--- config.mk ---
export PLATFORM = sky130hd
export DESIGN_NAME = div_arbiter_flat
export DESIGN_NICKNAME = d
export VERILOG_FILES = /design/src/rtl/div_arb_pkg.sv /design/src/rtl/div_arbiter_if.sv /design/src/rtl/div_watchdog.sv /design/src/rtl/div_arbiter.sv /design/src/flat_wrapper.sv
export SDC_FILE = /design/constraint.sdc
export NUM_CORES = 1
export LEC_CHECK = 0
export CAP_MARGIN = 0
export CORE_AREA = 3 3 104 106
export CTS_CLUSTER_SIZE = 40
export DETAILED_ROUTE_END_ITERATION = 10
export DIE_AREA = 0 0 107 109
export PLACE_DENSITY_LB_ADDON = 0.2
export REMOVE_ABC_BUFFERS = 1
export SYNTH_ARGS = -nofsm -noshare
export SYNTH_HDL_FRONTEND = slang
export SYNTH_HIERARCHICAL = 1
export SYNTH_SLANG_ARGS = --single-unit
--- constraint.sdc ---
create_clock -name Clock -period 2.5 [get_ports Clock]
set_input_delay 0.375 -clock Clock [delete_from_list [all_inputs] [get_ports Clock]]
set_output_delay 0.375 -clock Clock [all_outputs]
set_load 0.02 [all_outputs]
--- src/rtl/div_arb_pkg.sv ---
// Shared types and defaults for the two-requester divider arbiter.
package div_arb_pkg;

  localparam int DEF_WIDTH   = 8;
  localparam int DEF_TIMEOUT = 511;

  typedef enum logic [1:0] {
    IDLE    = 2'd0,
    ISSUE   = 2'd1,
    WAIT    = 2'd2,
    RESPOND = 2'd3
  } state_t;

  localparam logic [1:0] ERR_OK      = 2'd0;
  localparam logic [1:0] ERR_DIV0    = 2'd1;
  localparam logic [1:0] ERR_TIMEOUT = 2'd2;

endpackage

--- src/rtl/div_arbiter_if.sv ---
// Requester-side and divider-side signals of the arbiter, bundled.
// slave: the arbiter. master: requesters plus the divider they share.
interface div_arbiter_if #(parameter int WIDTH = div_arb_pkg::DEF_WIDTH);

  logic             Req0;
  logic [WIDTH-1:0] Dividend0;
  logic [WIDTH-1:0] Divisor0;
  logic             Req1;
  logic [WIDTH-1:0] Dividend1;
  logic [WIDTH-1:0] Divisor1;
  logic             Ack0;
  logic             Ack1;
  logic [WIDTH-1:0] Quotient;
  logic [WIDTH-1:0] Remainder;
  logic [1:0]       Err;
  logic             DivReq;
  logic [WIDTH-1:0] DivA;
  logic [WIDTH-1:0] DivB;
  logic             DivDone;
  logic [WIDTH-1:0] DivQuotient;
  logic [WIDTH-1:0] DivRemainder;
  logic             Busy;

  modport slave (
    input  Req0, Dividend0, Divisor0, Req1, Dividend1, Divisor1,
    input  DivDone, DivQuotient, DivRemainder,
    output Ack0, Ack1, Quotient, Remainder, Err,
    output DivReq, DivA, DivB, Busy
  );

  modport master (
    output Req0, Dividend0, Divisor0, Req1, Dividend1, Divisor1,
    output DivDone, DivQuotient, DivRemainder,
    input  Ack0, Ack1, Quotient, Remainder, Err,
    input  DivReq, DivA, DivB, Busy
  );

endinterface

--- src/rtl/div_watchdog.sv ---
// Cycle counter bounding how long the arbiter waits for the divider.
// expired flags the cycle in which the count has reached TIMEOUT-1.
module div_watchdog #(
  parameter int TIMEOUT = div_arb_pkg::DEF_TIMEOUT
) (
  input  logic Clock,
  input  logic nReset,
  input  logic clear,
  input  logic enable,
  output logic expired
);

  localparam int CW = $clog2(TIMEOUT + 1);

  logic [CW-1:0] count;

  // count up while enabled; clear has priority
  always_ff @(posedge Clock or negedge nReset) begin
    if (!nReset)     count <= '0;
    else if (clear)  count <= '0;
    else if (enable) count <= count + CW'(1);
  end

  assign expired = (count == CW'(TIMEOUT - 1));

endmodule

--- src/rtl/div_arbiter.sv ---
// Round-robin arbiter sharing one divider between two requesters.
//
// state   | meaning
// IDLE    | sample Req0/Req1, latch winner operands
// ISSUE   | DivReq pulse (suppressed for zero divisor), watchdog cleared
// WAIT    | wait for DivDone or watchdog expiry
// RESPOND | Ack to winner, pointer moves to the other requester
//
// A zero divisor still passes through ISSUE (without a DivReq) so the
// check runs on the latched divisor; its Ack lands two cycles after IDLE.
module div_arbiter
  import div_arb_pkg::*;
#(
  parameter int WIDTH   = DEF_WIDTH,
  parameter int TIMEOUT = DEF_TIMEOUT
) (
  input  logic         Clock,
  input  logic         nReset,
  div_arbiter_if.slave bus
);

  state_t           state, state_n;
  logic             ptr, ptr_n;
  logic             winner, winner_n;
  logic             pick1;
  logic [WIDTH-1:0] div_a, div_a_n, div_b, div_b_n;
  logic [WIDTH-1:0] quo, quo_n, rem, rem_n;
  logic [1:0]       err, err_n;
  logic             div_req, div_req_n;
  logic             ack0, ack0_n, ack1, ack1_n;
  logic             busy, busy_n;
  logic             wd_clear, wd_enable, wd_expired;

  div_watchdog #(.TIMEOUT(TIMEOUT)) u_watchdog (
    .Clock   (Clock),
    .nReset  (nReset),
    .clear   (wd_clear),
    .enable  (wd_enable),
    .expired (wd_expired)
  );

  // state and registered outputs
  always_ff @(posedge Clock or negedge nReset) begin
    if (!nReset) begin
      state   <= IDLE;
      ptr     <= 1'b0;
      winner  <= 1'b0;
      div_a   <= '0;
      div_b   <= '0;
      quo     <= '0;
      rem     <= '0;
      err     <= ERR_OK;
      div_req <= 1'b0;
      ack0    <= 1'b0;
      ack1    <= 1'b0;
      busy    <= 1'b0;
    end else begin
      state   <= state_n;
      ptr     <= ptr_n;
      winner  <= winner_n;
      div_a   <= div_a_n;
      div_b   <= div_b_n;
      quo     <= quo_n;
      rem     <= rem_n;
      err     <= err_n;
      div_req <= div_req_n;
      ack0    <= ack0_n;
      ack1    <= ack1_n;
      busy    <= busy_n;
    end
  end

  // next state and next values of every registered output
  always_comb begin
    state_n   = state;
    ptr_n     = ptr;
    winner_n  = winner;
    div_a_n   = div_a;
    div_b_n   = div_b;
    quo_n     = quo;
    rem_n     = rem;
    err_n     = err;
    div_req_n = 1'b0;
    wd_clear  = 1'b0;
    wd_enable = 1'b0;
    pick1     = 1'b0;
    case (state)
      IDLE: begin
        if (bus.Req0 || bus.Req1) begin
          pick1     = bus.Req1 && (!bus.Req0 || ptr);
          winner_n  = pick1;
          div_a_n   = pick1 ? bus.Dividend1 : bus.Dividend0;
          div_b_n   = pick1 ? bus.Divisor1  : bus.Divisor0;
          div_req_n = (div_b_n != '0);
          state_n   = ISSUE;
        end
      end
      ISSUE: begin
        wd_clear = 1'b1;
        if (div_b == '0) begin
          quo_n   = '0;
          rem_n   = div_a;
          err_n   = ERR_DIV0;
          state_n = RESPOND;
        end else begin
          state_n = WAIT;
        end
      end
      WAIT: begin
        wd_enable = 1'b1;
        if (bus.DivDone) begin
          quo_n   = bus.DivQuotient;
          rem_n   = bus.DivRemainder;
          err_n   = ERR_OK;
          state_n = RESPOND;
        end else if (wd_expired) begin
          quo_n   = '0;
          rem_n   = '0;
          err_n   = ERR_TIMEOUT;
          state_n = RESPOND;
        end
      end
      RESPOND: begin
        ptr_n   = ~winner;
        state_n = IDLE;
      end
      default: state_n = IDLE;
    endcase
    ack0_n = (state != RESPOND) && (state_n == RESPOND) && !winner;
    ack1_n = (state != RESPOND) && (state_n == RESPOND) &&  winner;
    busy_n = (state_n != IDLE);
  end

  assign bus.Ack0      = ack0;
  assign bus.Ack1      = ack1;
  assign bus.Quotient  = quo;
  assign bus.Remainder = rem;
  assign bus.Err       = err;
  assign bus.DivReq    = div_req;
  assign bus.DivA      = div_a;
  assign bus.DivB      = div_b;
  assign bus.Busy      = busy;

endmodule

--- src/flat_wrapper.sv ---
// flat-port wrapper written by rule: the top's interface ports become plain ports
module div_arbiter_flat import div_arb_pkg::*;
#(
  parameter int WIDTH   = DEF_WIDTH,
  parameter int TIMEOUT = DEF_TIMEOUT
)
  (Clock, nReset, bus_Req0, bus_Dividend0, bus_Divisor0, bus_Req1, bus_Dividend1, bus_Divisor1, bus_DivDone, bus_DivQuotient, bus_DivRemainder, bus_Ack0, bus_Ack1, bus_Quotient, bus_Remainder, bus_Err, bus_DivReq, bus_DivA, bus_DivB, bus_Busy);
  div_arbiter_if #(.WIDTH(WIDTH)) bus_i ();
  input  logic Clock;
  input  logic nReset;
  input wire logic [$bits(bus_i.Req0)-1:0] bus_Req0;
  input wire logic [$bits(bus_i.Dividend0)-1:0] bus_Dividend0;
  input wire logic [$bits(bus_i.Divisor0)-1:0] bus_Divisor0;
  input wire logic [$bits(bus_i.Req1)-1:0] bus_Req1;
  input wire logic [$bits(bus_i.Dividend1)-1:0] bus_Dividend1;
  input wire logic [$bits(bus_i.Divisor1)-1:0] bus_Divisor1;
  input wire logic [$bits(bus_i.DivDone)-1:0] bus_DivDone;
  input wire logic [$bits(bus_i.DivQuotient)-1:0] bus_DivQuotient;
  input wire logic [$bits(bus_i.DivRemainder)-1:0] bus_DivRemainder;
  output wire logic [$bits(bus_i.Ack0)-1:0] bus_Ack0;
  output wire logic [$bits(bus_i.Ack1)-1:0] bus_Ack1;
  output wire logic [$bits(bus_i.Quotient)-1:0] bus_Quotient;
  output wire logic [$bits(bus_i.Remainder)-1:0] bus_Remainder;
  output wire logic [$bits(bus_i.Err)-1:0] bus_Err;
  output wire logic [$bits(bus_i.DivReq)-1:0] bus_DivReq;
  output wire logic [$bits(bus_i.DivA)-1:0] bus_DivA;
  output wire logic [$bits(bus_i.DivB)-1:0] bus_DivB;
  output wire logic [$bits(bus_i.Busy)-1:0] bus_Busy;
  assign bus_i.Req0 = bus_Req0;
  assign bus_i.Dividend0 = bus_Dividend0;
  assign bus_i.Divisor0 = bus_Divisor0;
  assign bus_i.Req1 = bus_Req1;
  assign bus_i.Dividend1 = bus_Dividend1;
  assign bus_i.Divisor1 = bus_Divisor1;
  assign bus_i.DivDone = bus_DivDone;
  assign bus_i.DivQuotient = bus_DivQuotient;
  assign bus_i.DivRemainder = bus_DivRemainder;
  assign bus_Ack0 = bus_i.Ack0;
  assign bus_Ack1 = bus_i.Ack1;
  assign bus_Quotient = bus_i.Quotient;
  assign bus_Remainder = bus_i.Remainder;
  assign bus_Err = bus_i.Err;
  assign bus_DivReq = bus_i.DivReq;
  assign bus_DivA = bus_i.DivA;
  assign bus_DivB = bus_i.DivB;
  assign bus_Busy = bus_i.Busy;
  div_arbiter #(.WIDTH(WIDTH), .TIMEOUT(TIMEOUT)) u_core (.Clock(Clock), .nReset(nReset), .bus(bus_i));
endmodule
==> reports/metrics.yaml, run 1 <==
timing:
  final_max_slew_viol_count: 0
  rsz0062_at_grt: "no"
  slew_headroom: 0.599
  finalClockSkew_ns: 0.00930
  worst_pin_slew_ns: 0.599
  fmax_mhz: 499
  finalSetupViolCount: 0
  hold_viol: 0
  fin_crit_sh: 0.801
  fin_crit_ns: 2.00
synthesis:
  avgSynthCellArea_um2: 10.7
  synth-edff-count: 0
  syn_area_um2: 2480
  ys_warn_count: 6
  seq_area_frac_synth: 0.514
  syn_inst: 231
  ys_ff_latch: 51
  synthFlopType: "dfrtp_1"
  synthArstFlopShare: 1.00
  ys_types: 39
critical_path:
  cp_cell_sequence: "inv_1 > ha_1 > buf_4 > o211ai_2 > or4_1 > a21oi_1"
  end_kind: "flip-flop"
  cp.buffers_inverters: 2
  crit_fanout: 14
  crit_type: "flip-flop to flip-flop"
  path_delay_family: "flip-flops"
  slowest_stage: "dfrtp_1"
  start_kind: "flip-flop"
  required_ns: 2.73
  crit_arrival_ns: 2.23
  slowest_delay_ns: 0.43
drt:
  routed_wl_um: 6310
  drtAntennaViolNets: 0
  wl_met2_um: 2970
  drcViolationCount: 0
  routedWlPerCell_um: 13.8
  drt-pass1-iter-count: 4
  top_layer_used: "met4"
  viasPerCell: 4.36
  initialDrtViolationCount: 44
  via_count: 1991
  wl_met3_um: 452
  wl_met1_um: 2860
power_and_ir_drop:
  powerDensity_nw_per_um2: 1120
  ir_drop_mv: 0.369
  leakagePower_nw: 1.55
grt:
  grt_pass1_wl_um: 10500
  gr-total-overflow: 0
  grt.total_usage: 0.113
  antenna_found_initial: 0
  grt_max_degree: 35
  grt_pass1_vias: 2105
clocking:
  cts_tree: "built"
  clk_pin_slew_ns: 0.10
  postCtsSetupBuffers: 0
  cts_max_level: 2
  cts_sinks: 51
  root_buffer: "clkbuf_8"
  cts.path.max_buffers: 2
  clk_latency_ns: 0.30
  cts_buffers: 5
run:
  drv_cap: 0
final_layout:
  layout-drive-gt1-share: 0.0957
  finish.utilization: 0.367
  antennaDiodeCount: 0
  layout_commonest_cell: "clkdlybuf4s50_1"
  final_cell_mix: "clkdlybuf4s50_1 (89), dfrtp_1 (51), o21ai_0 (29)"
  fin_cells: 457
  nets: 382
  syn_to_final_growth_pct: 46.0
placement:
  place_congestion: 0.701
  post-dp-hpwl_um: 4820
  dp.cells: 448
  port_buffers: 90
die:
  die_area_um2: 11700
  start_util: 0.252
  design.portCount: 91
  fp.dieH_um: 109
  rows: 36
  dieWidth_um: 107
  core_area_um2: 9860
min_path:
  hold_class: "flip-flop to flip-flop"
run_status:
  status: "finished, final reports clean"
-- flip-flops by register name (all words and copies together) (netlist names) --
name	cells
u_core/u_watchdog/count	9
u_core/bus.DivA	8
u_core/bus.DivB	8
u_core/bus.Quotient	8
u_core/bus.Remainder	8
u_core/bus.Err	2
u_core/state	2
u_core/bus.Ack0	1
u_core/bus.Ack1	1
u_core/bus.Busy	1
u_core/bus.DivReq	1
u_core/ptr	1
u_core/winner	1
-- synthesized netlist by cell type, types with 3 or more instances --
cell      instances  area, µm²
a21oi_1           6       30.0
nor4_1            4       25.0
nor2_1           11       41.3
mux2i_1          16        160
ha_1              6       75.1
o21ai_0          30        150
dfrtp_1          51       1280
nand3_1           3       15.0
buf_2             4       20.0
clkbuf_1          5       18.8
mux2_2            6       67.6
nand2_1          28        105
nand4_1           3       18.8
inv_1            14       52.6
a22o_1            8       70.1
-- stage by stage --
step / cell area, µm² / TNS (ns) / setup slack (ns) / power, mW / hold WS (ns)
after CTS: 3620 / 0 / 0.485 / 4.13 / 0.497
after global placement: 3530 / 0 / 0.532 / 3.62 / 0.319
after floorplan: 2410 / -4.31 / -0.256 / 2.65 / 0.0794
final: 3620 / 0 / 0.497 / 4.05 / 0.498
after detailed placement: 3530 / 0 / 0.515 / 3.64 / 0.318
after global routing: 3620 / 0 / 0.313 / 4.37 / 0.524
-- kinds of logic after synthesis --
group,after synthesis,synth area share
buf+inv,26,0.0489
simple gates,61,0.128
xor+xnor,4,0.0141
mux,24,0.104
compound gates,59,0.161
flops,51,0.514
fa+ha+maj,6,0.0303
-- layer usage --
metal	GRT usage	up-vias
met2	0.183	62
met1	0.147	927
met4	0.0274	0
met5	0	-
li1	-	1000
met3	0.0343	2
-- power by group --
group	switching, mW	internal [mW]	total, mW
combinational	1.10	1.04	2.14
clock	0.273	0.196	0.469
sequential	0.275	1.16	1.44
total	1.65	2.40	4.05
-- what timing repair did --
action | in CTS | in global routing
gates resized for setup | 0 | 0
endpoints found under the hold margin | 15 | 0
hold buffers | 1 | 0
-- path summary, 6_finish.rpt --
check                                                    endpoint  slack (ns)                      start  cells after the start
hold / removal                             u_core/ptr$_DFFE_PN0P_        0.50  u_core/winner$_DFFE_PN0P_                      1
hold reg to reg                            u_core/ptr$_DFFE_PN0P_        0.50  u_core/winner$_DFFE_PN0P_                      1
max in group asynchronous               u_core/winner$_DFFE_PN0P_        1.36                     nReset                      3
setup reg to reg           u_core/u_watchdog/count[7]$_DFFE_PN0P_        0.50  u_core/state[0]$_DFF_PN0_                      6
setup / recovery           u_core/u_watchdog/count[7]$_DFFE_PN0P_        0.50  u_core/state[0]$_DFF_PN0_                      6
min in group asynchronous           u_core/bus.Err[1]$_DFFE_PN0P_        0.51                     nReset                      2
-- cell type report --
| type | instances | area (µm²) |
|---|---|---|
| fill | 984 | 6240 |
| sequential | 51 | 1280 |
| multi-input combinational | 154 | 1090 |
| timing repair buffer | 97 | 951 |
| tap | 133 | 166 |
| clock buffer | 6 | 72.6 |
| inverter | 14 | 52.6 |
| clock inverter | 2 | 12.5 |
-- worst reg2reg max path, delay by kind of cell, from the launching register on --
family | cells | cell delay, ns
and+or+nand+nor | 1 | 0.41
buffers and inverters | 2 | 0.40
DFF | 1 | 0.43
AOI/OAI and AO/OA | 2 | 0.28
adders and majority gates | 1 | 0.41
No activity file was read; power rests on OpenSTA's default activity.
==> inputs of run 2 (changes only) <==
==> constraint.sdc (replaced) <==
create_clock -name Clock -period 1.8 [get_ports Clock]
set_input_delay 0.27 -clock Clock [delete_from_list [all_inputs] [get_ports Clock]]
set_output_delay 0.27 -clock Clock [all_outputs]
set_load 0.02 [all_outputs]
==> reports/metrics.yaml, run 2 (same netlist as run 1, synthesis figures left out) <==
final_layout:
  finish.utilization: 0.386  # +0.0190
  antennaDiodeCount: 0  # unchanged
  final_cell_mix: "clkdlybuf4s50_1 (89), dfrtp_1 (51), o21ai_0 (29)"
  largest_register_ffs: 9  # unchanged
  layout-drive-gt1-share: 0.155  # +0.0597
  multiInputGateArea_um2: 1130  # +3.2%
  nets: 399  # +4.5%
  top_register: "u_core/u_watchdog/count"
  final_area_um2: 3810  # +5.2%
  fillers: 991  # +0.71%
  syn_to_final_growth_pct: 53.6
  layout_commonest_cell: "clkdlybuf4s50_1"
  seq_area_um2: 1280  # unchanged
drt:
  viasPerCell: 4.41  # +1.2%
  initialDrtViolationCount: 88  # +100%
  routed_wl_um: 6630  # +5.0%
  drtAntennaViolNets: 0  # unchanged
  drcViolationCount: 0  # unchanged
  via_count: 2089  # +4.9%
  routedWlPerCell_um: 14.0  # +1.2%
  drt-pass1-iter-count: 4  # unchanged
min_path:
  hold_class: "input pin to async pin"
timing:
  finalClockSkew_ns: 0.0107  # +0.00139 ns
  fin_crit_ns: 1.72  # -0.279 ns
  fin_tns_setup_ns: 0  # unchanged
  fmax_mhz: 580  # +16%
  fin_crit_sh: 0.957  # +0.156
  finalSetupViolCount: 0  # unchanged
  rsz0062_at_grt: "yes"
  setup_slack_ns: 0.0766  # -0.421 ns
  worst_pin_slew_ns: 0.491  # -0.108 ns
  final_max_slew_viol_count: 0  # unchanged
  hold_viol: 0  # unchanged
  slew_headroom: 0.672  # +0.0736
run_status:
  status: "finished, final reports clean"
power_and_ir_drop:
  finalPower_mw: 6.02  # +49%
  powerDensity_nw_per_um2: 1580  # +42%
  ir_drop_mv: 0.595  # +61%
  leakagePower_nw: 1.64  # +6.2%
critical_path:
  crit_arrival_ns: 1.95  # -0.28 ns
  cp_cell_sequence: "inv_1 > ha_4 > buf_4 > o211ai_2 > or4_1 > a21oi_1"
  slowest_delay_ns: 0.44  # about the same
  crit_type: "flip-flop to flip-flop"
  crit_fanout: 7  # -7
  path_delay_family: "flip-flops"
  end_kind: "flip-flop"
  slowest_stage: "dfrtp_1"
  required_ns: 2.02  # -0.71 ns
  cp.buffers_inverters: 2  # unchanged
  start_kind: "flip-flop"
die:
  core_area_um2: 9860  # unchanged
  die_area_um2: 11700  # unchanged
  design.portCount: 91  # unchanged
  fp.dieH_um: 109  # unchanged
  start_util: 0.252  # unchanged
  rows: 36  # unchanged
  dieWidth_um: 107  # unchanged
clocking:
  clk_latency_ns: 0.30  # about the same
  root_buffer: "clkbuf_8"
  clk_pin_slew_ns: 0.10  # about the same
  cts_max_level: 2  # unchanged
  cts.path.max_buffers: 2  # unchanged
  cts_sinks: 51  # unchanged
  cts_tree: "built"
  cts_buffers: 5  # unchanged
placement:
  pre_cts_slack_ns: -0.0763  # -0.591 ns
  post-dp-hpwl_um: 5050  # +4.8%
  place_congestion: 0.743  # +6.0%
  port_buffers: 90  # unchanged
  placed_area_um2: 3650  # +3.5%
grt:
  grt_util_met2: 0.194  # +0.0103
  grt_pass1_wl_um: 10600  # +1.0%
  grt_max_degree: 27  # -23%
  grt_most_used_layer: "met2"
  use_met1: 0.143  # -0.00464
  antenna_found_initial: 0  # unchanged
  grt_pass1_vias: 2164  # +2.8%
  gr-total-overflow: 0  # unchanged
  grt.met3_usage: 0.0409  # +0.00651
  grt.total_usage: 0.115  # +0.00193
run:
  drv_cap: 0  # unchanged
run 2: cell types whose count changed in the layout (fill, tap and decap cells not counted):
cell	before	now
a311oi_1	2	1
a311oi_2	0	1
and2_1	2	1
and2_2	0	1
buf_12	0	2
buf_4	6	21
ha_1	6	4
ha_4	0	2
nor2_1	11	10
nor2_2	0	1
run 2: per-layer routing:
metal  vias up  share of wire
met3         4          0.072
met1       988           0.45
met4         0         0.0054
li1       1032              -
met2        65           0.47
met5         -              0
run 2: timing repair:
item                                    in CTS  in global routing
hold buffers                                 1                  0
resized for setup                            4                  3
endpoints found under the setup margin      18                 19
pin swaps                                    0                  1
endpoints found under the hold margin       19                  0
buffers inserted                             0                  2
run 2: through the flow:
| stage | hold WS, ns | std cells |
|---|---|---|
| final | 0.474 | 474 |
| after detailed placement | 0.263 | 463 |
| after floorplan | -0.0256 | 219 |
| after global routing | 0.519 | 474 |
| after CTS | 0.490 | 472 |
| after global placement | 0.271 | 463 |
run 2: final timing paths:
kind | startpoint | to | slack, ns | cells after the start
worst max-delay path | u_core/state[0]$_DFF_PN0_ | u_core/u_watchdog/count[5]$_DFFE_PN0P_ | 0.08 | 6
worst min-delay path | nReset | u_core/bus.Remainder[7]$_DFFE_PN0P_ | 0.47 | 2
worst max register to register | u_core/state[0]$_DFF_PN0_ | u_core/u_watchdog/count[5]$_DFFE_PN0P_ | 0.08 | 6
worst min register to register | u_core/winner$_DFFE_PN0P_ | u_core/ptr$_DFFE_PN0P_ | 0.51 | 1
max in group asynchronous | nReset | u_core/u_watchdog/count[5]$_DFFE_PN0P_ | 0.71 | 3
min in group Clock | u_core/winner$_DFFE_PN0P_ | u_core/ptr$_DFFE_PN0P_ | 0.51 | 1
run 2: power by group:
group / leakage [nW] / internal (mW) / total, mW / switching [mW]
clock network: 0.0412 / 0.273 / 0.653 / 0.380
registers: 0.649 / 1.62 / 1.96 / 0.344
logic: 0.955 / 1.74 / 3.41 / 1.67
total: 1.64 / 3.63 / 6.02 / 2.39
run 2: final cells by class:
cell class,instances,share of cell area
sequential,51,0.335
multi-input combinational,154,0.296
timing repair buffer,114,0.290
tap,133,0.0437
clock buffer,6,0.0190
inverter,14,0.0138
clock inverter,2,0.00328
run 2: worst reg2reg max path, cell delays in order, from the launching register on:
cell and delay, ns:
dfrtp_1 0.44, inv_1 0.16, ha_4 0.21, buf_4 0.14
o211ai_2 0.11, or4_1 0.41, a21oi_1 0.17
==> inputs of run 3 (changes only) <==
--- a/config.mk
+++ b/config.mk
@@ -6,11 +6,13 @@
 export NUM_CORES = 1
 export LEC_CHECK = 0
 export CAP_MARGIN = 0
-export CORE_AREA = 3 3 104 106
+export CELL_PAD_IN_SITES_DETAIL_PLACEMENT = 0
+export CELL_PAD_IN_SITES_GLOBAL_PLACEMENT = 1
+export CORE_AREA = 3 3 95 97
 export CTS_CLUSTER_SIZE = 40
 export DETAILED_ROUTE_END_ITERATION = 10
-export DIE_AREA = 0 0 107 109
-export PLACE_DENSITY_LB_ADDON = 0.2
+export DIE_AREA = 0 0 98 100
+export PLACE_DENSITY_LB_ADDON = 0.05
 export REMOVE_ABC_BUFFERS = 1
 export SYNTH_ARGS = -nofsm -noshare
 export SYNTH_HDL_FRONTEND = slang
==> reports/metrics.yaml, run 3 (same netlist as run 1, synthesis figures left out) <==
critical_path:
  ff2ff_setup_slack_ns: 0.09  # about the same
  start_kind: "flip-flop"
  crit_type: "flip-flop to flip-flop"
  required_ns: 1.99  # -0.03 ns
  crit_fanout: 4  # -3
  r2r_end: "u_core/bus.Busy$_DFF_PN0_"
  ff2ff_path_depth: 7  # +1
  crit_arrival_ns: 1.90  # -0.05 ns
  end_kind: "flip-flop"
  r2r_start: "u_core/u_watchdog/count[1]$_DFFE_PN0P_"
power_and_ir_drop:
  comb_power_share: 0.551  # -0.015
  powerDensity_nw_per_um2: 1620  # +2.4%
  switching_power_mw: 2.40  # +0.41%
  p_int_mw: 3.83  # +5.6%
  pwr-share-clk: 0.133  # +0.025
  netSwitchingFraction: 0.385  # -0.0119
  p_seq_frac: 0.317  # -0.008
  leakagePower_nw: 1.68  # +2.1%
  ir_drop_mv: 0.702  # +18%
final_layout:
  antennaDiodeCount: 0  # unchanged
  finish.utilization: 0.469  # +0.0826
  largest_register_ffs: 9  # unchanged
  seq_area_um2: 1280  # unchanged
  layout_commonest_cell: "clkdlybuf4s50_1"
  top_register: "u_core/u_watchdog/count"
  multiInputGateArea_um2: 1150  # +2.2%
  layout-drive-gt1-share: 0.170  # +0.0142
  fillers: 793  # -20%
  final_cell_mix: "clkdlybuf4s50_1 (89), dfrtp_1 (51), o21ai_0 (29)"
  syn_to_final_growth_pct: 55.3
  nets: 400  # +0.25%
grt:
  grt_max_degree: 35  # +30%
  grt_pass1_wl_um: 10700  # +1.2%
  antenna_found_initial: 0  # unchanged
  grt_pass1_vias: 2154  # -0.46%
  grt.total_usage: 0.134  # +0.0190
  gr-total-overflow: 0  # unchanged
die:
  dieWidth_um: 98  # -8.4%
  die_area_um2: 9800  # -16%
  design.portCount: 91  # unchanged
  core_area_um2: 8220  # -17%
  rows: 33  # -8.3%
  fp.dieH_um: 100  # -8.3%
  start_util: 0.302  # +0.0504
timing:
  setup_slack_ns: 0.0905  # +0.0139 ns
  hold_viol: 0  # unchanged
  fmax_mhz: 585  # +0.81%
  fin_crit_sh: 0.950  # -0.00773
  rsz0062_at_grt: "no"
  fin_tns_setup_ns: 0  # unchanged
  fin_crit_ns: 1.71  # -0.0139 ns
  slew_headroom: 0.756  # +0.0837
  worst_pin_slew_ns: 0.366  # -0.126 ns
  finalSetupViolCount: 0  # unchanged
  final_max_slew_viol_count: 0  # unchanged
  finalClockSkew_ns: 0.00836  # -0.00233 ns
clocking:
  cts_max_level: 2  # unchanged
  root_buffer: "clkbuf_8"
  clk_pin_slew_ns: 0.10  # about the same
  cts.path.max_buffers: 2  # unchanged
  cts_tree: "built"
  cts_buffers: 5  # unchanged
  cts_sinks: 51  # unchanged
  clk_latency_ns: 0.30  # about the same
drt:
  initialDrtViolationCount: 41  # -53%
  viasPerCell: 4.60  # +4.3%
  drt-pass1-iter-count: 6  # +2
  routed_wl_um: 6380  # -3.6%
  drtAntennaViolNets: 0  # unchanged
  routedWlPerCell_um: 14.3  # +2.2%
  via_count: 2055  # -1.6%
  drcViolationCount: 0  # unchanged
placement:
  pre_cts_slack_ns: -0.0869  # -0.0106 ns
  place_congestion: 0.733  # -1.3%
  post-dp-hpwl_um: 5000  # -1.0%
  port_buffers: 90  # unchanged
min_path:
  hold_class: "input pin to async pin"
run_status:
  status: "finished, final reports clean"
run:
  drv_cap: 0  # unchanged
==> run 3: cell count changes in the layout (fill, tap and decap cells not counted), sizes merged <==
| cell | delta |
|---|---|
| buf | +1 |
| bufinv | +1 |
| clkinvlp | -1 |
==> run 3: layout make-up <==
class | instances | share of cell area
Sequential cell | 51 | 0.331
Multi-Input combinational cell | 154 | 0.299
Timing Repair Buffer | 115 | 0.292
Tap cell | 105 | 0.0341
Clock buffer | 6 | 0.0214
Inverter | 14 | 0.0136
Clock inverter | 2 | 0.00909
==> run 3: stage by stage <==
stage	std cells	hold slack (ns)	cell area, µm²	power, mW
floorplan	219	-0.0256	2410	3.69
global placement	436	0.210	3640	5.26
detailed placement	436	0.212	3640	5.26
CTS	446	0.411	3800	6.20
global route	447	0.423	3850	6.69
finish	447	0.407	3850	6.23
==> run 3: what timing repair did <==
item / 4_1_cts / 5_1_grt
setup endpoints to repair: 13 / 16
pin swaps: 1 / 6
buffers inserted: 1 / 1
hold buffers: 1 / 0
gates resized for setup: 4 / 9
endpoints found under the hold margin: 14 / 0
==> run 3: layer usage <==
| metal | routed length, µm | part of all wire | GRT usage |
|---|---|---|---|
| met1 | 3020 | 0.47 | 0.185 |
| met2 | 2990 | 0.47 | 0.213 |
| met3 | 326 | 0.051 | 0.0347 |
| met4 | 47 | 0.0074 | 0.0288 |
| met5 | 0 | 0 | 0 |
==> run 3: power by group through the flow <==
| stage | registers [mW] | clock network [mW] | logic (mW) |
|---|---|---|---|
| 2_1_floorplan | 2.42 | 0 | 1.26 |
| 6_report | 1.97 | 0.828 | 3.43 |
| 3_5_place_dp | 1.98 | 0 | 3.28 |
| 4_1_cts | 1.97 | 0.864 | 3.37 |
| 5_1_grt | 2.05 | 0.909 | 3.73 |
| 3_3_place_gp | 1.98 | 0 | 3.27 |
==> run 3: worst max path at each step <==
stage | to | startpoint | cells after the start
2_1_floorplan | u_core/bus.DivA[0]$_DFFE_PN0P_ | u_core/ptr$_DFFE_PN0P_ | 3
3_3_place_gp | u_core/bus.Quotient[5]$_DFFE_PN0P_ | u_core/u_watchdog/count[0]$_DFFE_PN0P_ | 9
3_5_place_dp | u_core/bus.Quotient[5]$_DFFE_PN0P_ | u_core/u_watchdog/count[0]$_DFFE_PN0P_ | 9
4_1_cts | u_core/bus.Busy$_DFF_PN0_ | u_core/u_watchdog/count[0]$_DFFE_PN0P_ | 8
5_1_grt | u_core/bus.Remainder[6]$_DFFE_PN0P_ | u_core/u_watchdog/count[0]$_DFFE_PN0P_ | 9
6_report | u_core/bus.Busy$_DFF_PN0_ | u_core/u_watchdog/count[1]$_DFFE_PN0P_ | 7
==> run 3: worst max-delay path, stage by stage, from the launching register on <==
cell and delay [ns]:
dfrtp_1 0.42, ha_4 0.16, nand4_1 0.11, nor2_4 0.07, o31a_1 0.25, a311oi_2 0.27
a31oi_2 0.09, or2_4 0.24
